==> src/rtl/image_morph_nxn_pkg.sv <==
// Shared constants, sync bundle type and neutral-value helper for the
// binary morphology stage.
package isp_morph_pkg;
   localparam logic MODE_ERODE  = 1'b0;
   localparam logic MODE_DILATE = 1'b1;
   localparam int   PIPE_LAT    = 3;

   typedef struct packed {
      logic hsync;
      logic vsync;
      logic de;
   } sync_t;

   // Value that leaves an AND (erode) or OR (dilate) reduction unchanged.
   function automatic logic neutral(input logic mode);
      return ~mode;
   endfunction
endpackage

==> src/rtl/image_morph_nxn_line_buffer.sv <==
// Cascaded 1-bit line stores: row k returns the bit written k+1 lines earlier
// at the same column (read-before-write).
module morph_line_buffer #(
   parameter  int DEPTH = 1024,
   parameter  int ROWS  = 2,
   localparam int AW    = $clog2(DEPTH)
)(
   input  logic            clk,
   input  logic            we,
   input  logic [AW-1:0]   addr,
   input  logic            din,
   output logic [ROWS-1:0] dout
);
   for (genvar r = 0; r < ROWS; r++) begin : g_row
      logic [DEPTH-1:0] mem_q;

      assign dout[r] = mem_q[addr];

      if (r == 0) begin : g_head
         always_ff @(posedge clk) begin
            if (we) mem_q[addr] <= din;
         end
      end else begin : g_tail
         always_ff @(posedge clk) begin
            if (we) mem_q[addr] <= g_row[r-1].mem_q[addr];
         end
      end
   end
endmodule

==> src/rtl/image_morph_nxn.sv <==
// Binarise against a per-frame threshold, then KSIZE x KSIZE erosion/dilation.
// Output is referenced to the bottom-right window tap; latency is 3 cycles.
module image_morph_nxn
   import isp_morph_pkg::*;
#(
   parameter int DATA_W = 8,
   parameter int KSIZE  = 3,
   parameter int MAX_W  = 1024
)(
   input  logic              clk,
   input  logic              rst_n,
   input  logic              hsync_i,
   input  logic              vsync_i,
   input  logic              de_i,
   input  logic [DATA_W-1:0] data_i,
   input  logic              mode_i,
   input  logic [DATA_W-1:0] thresh_i,
   output logic              hsync_o,
   output logic              vsync_o,
   output logic              de_o,
   output logic [DATA_W-1:0] data_o,
   output logic              ovf_o
);
   localparam int            CW      = $clog2(MAX_W) + 1;
   localparam int            AW      = $clog2(MAX_W);
   localparam logic [CW-1:0] MAX_W_C = CW'(MAX_W);
   localparam logic [CW-1:0] CNT_SAT = '1;

   if (KSIZE != 3 && KSIZE != 5) begin : g_bad_ksize
      $error("image_morph_nxn: KSIZE must be 3 or 5");
   end

   sync_t               sync_q   [PIPE_LAT];
   sync_t               sync_d   [PIPE_LAT];
   logic                mode_q, mode_d;
   logic [DATA_W-1:0]   thresh_q, thresh_d;
   logic [CW-1:0]       col_q, col_d, row_q, row_d;
   logic                ovf_q, ovf_d;
   logic [KSIZE-2:0]    hist_q   [KSIZE];
   logic [KSIZE-2:0]    hist_d   [KSIZE];
   logic [KSIZE-1:0]    win_q    [KSIZE];
   logic [KSIZE-1:0]    win_d    [KSIZE];
   logic [KSIZE-1:0]    red_q, red_d;
   logic [1:0]          mode_p_q, mode_p_d;
   logic                res_q, res_d;

   logic [KSIZE-2:0]    lb_dout;
   logic [KSIZE-1:0]    col_vec;
   logic                vs_rise, de_fall, in_frame, bin, nz;

   assign vs_rise  = vsync_i & ~sync_q[0].vsync;
   assign de_fall  = sync_q[0].de & ~de_i;
   assign in_frame = col_q < MAX_W_C;
   assign bin      = data_i >= thresh_q;
   assign nz       = neutral(mode_q);

   morph_line_buffer #(
      .DEPTH (MAX_W),
      .ROWS  (KSIZE-1)
   ) u_lbuf (
      .clk  (clk),
      .we   (de_i & in_frame),
      .addr (col_q[AW-1:0]),
      .din  (bin),
      .dout (lb_dout)
   );

   // Vertical taps for the current column; rows above the frame top and
   // overflow columns fall back to the neutral value.
   always_comb begin
      col_vec[0] = bin;
      for (int r = 1; r < KSIZE; r++)
         col_vec[r] = (row_q < CW'(r) || !in_frame) ? nz : lb_dout[r-1];
   end

   always_comb begin
      mode_d   = mode_q;
      thresh_d = thresh_q;
      col_d    = col_q;
      row_d    = row_q;
      ovf_d    = ovf_q;

      if (vs_rise) begin
         mode_d   = mode_i;
         thresh_d = thresh_i;
      end

      if (de_fall)                         col_d = '0;
      else if (de_i && col_q != CNT_SAT)   col_d = col_q + 1'b1;

      if (vs_rise)                         row_d = '0;
      else if (de_fall && row_q != CNT_SAT) row_d = row_q + 1'b1;

      if (vs_rise)                         ovf_d = 1'b0;
      else if (de_i && !in_frame)          ovf_d = 1'b1;

      // S1 window assembly, S2 per-row reduction
      for (int r = 0; r < KSIZE; r++) begin
         hist_d[r]    = de_i ? {hist_q[r][KSIZE-3:0], col_vec[r]} : hist_q[r];
         win_d[r]     = '0;
         win_d[r][0]  = col_vec[r];
         for (int c = 1; c < KSIZE; c++)
            win_d[r][c] = (col_q < CW'(c)) ? nz : hist_q[r][c-1];
         red_d[r] = (mode_p_q[0] == MODE_DILATE) ? |win_q[r] : &win_q[r];
      end

      mode_p_d = {mode_p_q[0], mode_q};
      res_d    = ((mode_p_q[1] == MODE_DILATE) ? |red_q : &red_q) & sync_q[1].de;

      sync_d[0] = {hsync_i, vsync_i, de_i};
      for (int i = 1; i < PIPE_LAT; i++)
         sync_d[i] = sync_q[i-1];
   end

   always_ff @(posedge clk or negedge rst_n) begin
      if (!rst_n) begin
         mode_q   <= MODE_ERODE;
         thresh_q <= '0;
         col_q    <= '0;
         row_q    <= '0;
         ovf_q    <= 1'b0;
         red_q    <= '0;
         mode_p_q <= '0;
         res_q    <= 1'b0;
         for (int r = 0; r < KSIZE; r++) begin
            hist_q[r] <= '0;
            win_q[r]  <= '0;
         end
         for (int i = 0; i < PIPE_LAT; i++)
            sync_q[i] <= '0;
      end else begin
         mode_q   <= mode_d;
         thresh_q <= thresh_d;
         col_q    <= col_d;
         row_q    <= row_d;
         ovf_q    <= ovf_d;
         red_q    <= red_d;
         mode_p_q <= mode_p_d;
         res_q    <= res_d;
         for (int r = 0; r < KSIZE; r++) begin
            hist_q[r] <= hist_d[r];
            win_q[r]  <= win_d[r];
         end
         for (int i = 0; i < PIPE_LAT; i++)
            sync_q[i] <= sync_d[i];
      end
   end

   assign hsync_o = sync_q[PIPE_LAT-1].hsync;
   assign vsync_o = sync_q[PIPE_LAT-1].vsync;
   assign de_o    = sync_q[PIPE_LAT-1].de;
   assign data_o  = {DATA_W{res_q}};
   assign ovf_o   = ovf_q;
endmodule
==> config.mk <==
export PLATFORM = sky130hd
export DESIGN_NAME = image_morph_nxn
export DESIGN_NICKNAME = d
export VERILOG_FILES = /design/src/rtl/image_morph_nxn_pkg.sv /design/src/rtl/image_morph_nxn_line_buffer.sv /design/src/rtl/image_morph_nxn.sv
export SDC_FILE = /design/constraint.sdc
export NUM_CORES = 2
export LEC_CHECK = 0
export CORE_MARGIN = 1
export CORE_UTILIZATION = 68
export DETAILED_ROUTE_END_ITERATION = 6
export DONT_BUFFER_PORTS = 1
export GPL_ROUTABILITY_DRIVEN = 1
export PLACE_DENSITY_LB_ADDON = 0.3
export SYNTH_ARGS = -nofsm -noshare
export SYNTH_HDL_FRONTEND = slang
export SYNTH_HIERARCHICAL = 1
export SYNTH_SLANG_ARGS = --single-unit
==> constraint.sdc <==
create_clock -name clk -period 51.6 [get_ports clk]
set_input_delay 10.32 -clock clk [delete_from_list [all_inputs] [get_ports clk]]
set_output_delay 10.32 -clock clk [all_outputs]
set_load 0.03 [all_outputs]
==> run summary <==
Final Instance Area: 94,000 um^2
Largest family of logic cells by synthesized area: multiplexers
Clock transition at path regs: 60 ps
Least-Margin Pin Slew: 1380 ps
Total wire length: 238,000 um
Type of origin of the critical path: input port
# clock sinks: 2,110
# DRC: 1
Cts hold-fix bufs: 0
Multiplexer share of the synthesized area: 0.123
Final cycle utilization of the critical path: 0.256
Placer Congestion: 0.886
Mean post-synth cell area: 15.2 um^2
Sum of negative setup slack: 0 ps
Number of port buffers: 0
Post-synthesis compound-gate area fraction: 0.0433
CP Capture Type: flop
Sequential cell area fraction in the yosys report: 0.733
Post-synthesis xor/xnor area fraction: 0.000305
Largest net degree at the start of global routing: 256
TritonCTS buffer count: 201
Initial Util: 0.685
Post-synth top cells: edfxtp_1 (2,048), nor2_1 (1,140), mux2i_1 (898), o22ai_1 (404), clkbuf_1 (208)
Post_cts resized: 0
Max-Cap Viols: 0
1st-pass router iterations: 7
Clock skew: 37.4 ps
First-pass GRT wire length: 339,000 um
Via Count: 52,800
Crit Path Class: input port to flop
Final min period: 13,210 ps
Non-Filler Instances: 7,381
Detail Placement HPWL: 128,000 um
Ys Warns: 6
CORE AREA: 126,000 um^2
Io pins: 34
Fmax: 0.0757 GHz
Power, Total: 0.00473 W
CTS max path bufs: 3
Htree depth: 4
Worst vdd ir: 0.0671 mV
Setup-failing EPs final: 0
Vias per cell: 7.15
# Post-CTS Setup Buffers: 0
Leakage power: 30.0 nW
Worst skew pair latency: 860 ps
Placed Area: 87,600 um^2
Flops & latches, synth: 2,110
# nets final: 5,592
Post-synth top area cell: edfxtp_1
Failing checks: design-rule violations
Synth cell types: 71
CTS tree: built
Full die area: 128,000 um^2
Die height: 358 um
Predominant post-synthesis flop cell: edfxtp_1
Number of synthesized flops with an enable pin: 2,048
Slew margin rel.: 0.0811
Hold slack: 350 ps
Synth area leaders: edfxtp_1 (71%), mux2i_1 (10%), nor2_1 (5.0%)
Drt initial violations: 9,035
Final hold violation count: 0
Max FO, Critical Path: 254
Routed wire per std cell: 32.2 um
Synth Area in Simple Gates: 0.0757
RSZ-0062 raised after global routing: no
Top-count cell post-synth: edfxtp_1
Outcome: complete, but fails checks
Total track usage: 0.373
Synthesized area: 86,100 um^2
GRT Residual Overflow: 0
Final Max Tran Viols: 0
CP arrival: 13,710 ps
CP required: 52,100 ps
Top cell type's share of synthesized area: 0.715
Initial antenna violation count: 9
FP Rows: 130
PD cells: 50.3 nW/um^2
Mapped Cells: 5,671
Syn-to-layout area delta: 9.22%
Hold WC Path Type: flop to flop
Placed Cells: 7,007
Share of cells above drive strength 1: 0.0945
Vias in the first global route: 51,200
Mapped Nets: 5,703
Share of flip-flops with an asynchronous set or reset: 0.0294
DIE WIDTH: 358 um
Adder-cell share of the synthesized area: 0.00145
Reg-to-reg setup timing slack: 42,050 ps
CTS root buf: clkbuf_16
DRT antenna net count: 0
==> area by class of cell <==
cell class | count | area [um^2]
Tap cell | 1650 | 2060
Clock inverter | 121 | 1190
Inverter | 18 | 67.6
Clock buffer | 248 | 5250
Antenna cell | 5 | 12.5
Multi-Input combinational cell | 3106 | 21300
Sequential cell | 2110 | 63100
Fill cell | 7138 | 31600
Timing Repair Buffer | 123 | 1040
==> flip-flops by register name (all words and copies together) (netlist names) <==
signal and flops:
red_q 3, thresh_q 8, col_q 11, res_q 1, win_q 9, mode_q 1, hsync_o 1, hist_q 6
u_lbuf/g_row.mem_q 2048, ovf_o 1, mode_p_q 2, de_o 1, sync_d 6, row_q 11, vsync_o 1
==> worst max-delay path, stage by stage <==
cell,delay (ps)
inv_1,30
ha_1,260
nand2b_1,110
a2111o_1,140
a311oi_1,170
nor2_4,120
buf_4,650
buf_12,730
buf_4,920
==> power by group <==
part           internal [W]  switching (W)  leakage (nW)  total (W)
clock network      0.000822       0.000629          3.14    0.00145
registers           0.00217      0.0000208          19.3    0.00220
logic              0.000327       0.000755          7.59    0.00108
total               0.00332        0.00140          30.0    0.00473
==> per-layer routing <==
layer,global-route usage,share of wire
met5,0.00333,0.00068
met4,0.212,0.066
met3,0.109,0.16
met2,0.563,0.45
met1,0.492,0.33
==> cell usage in the layout (no fill, tap or decap), drive strengths merged, types with 68 or more instances in the layout <==
master	instances
nor4	88
o22ai	404
clkbuf	248
nor2	1140
nand3	73
buf	123
edfxtp	2048
clkinv	91
mux4	68
mux2i	898
nand2	127
==> metrics by stage <==
stage | utilization | setup WS (ps)
floorplan | - | 12230
global placement | 0.697 | 37580
detailed placement | 0.697 | 37540
CTS | 0.749 | 38440
global route | 0.749 | 38190
finish | 0.749 | 38390
==> kinds of logic (layout without fill, tap and decap cells) <==
logic type                 count (synthesis)  after routing
AOI/OAI and AO/OA                        573            573
DFF                                     2110           2110
and+or+nand+nor                         1549           1549
muxes                                    971            971
adders and majority gates                 10             10
buffers and inverters                    455            510
other                                      0              5
xor gates and xnor gates                   3              3
==> final timing paths <==
kind,start,to,depth (start not counted)
max in group asynchronous,rst_n,col_q[1]$_DFFE_PN0P_,0
worst max register to register,col_q[1]$_DFFE_PN0P_,u_lbuf/g_row[1].mem_q[76]$_DFFE_PP_,15
worst min register to register,sync_d[2]$_DFF_PN0_,hsync_o$_DFF_PN0_,0
worst min-delay path,sync_d[2]$_DFF_PN0_,hsync_o$_DFF_PN0_,0
worst max-delay path,data_i[0],u_lbuf/g_row[0].mem_q[311]$_DFFE_PP_,9
min in group asynchronous,rst_n,row_q[0]$_DFFE_PN0P_,0
No activity file was read; power rests on OpenSTA's default activity.
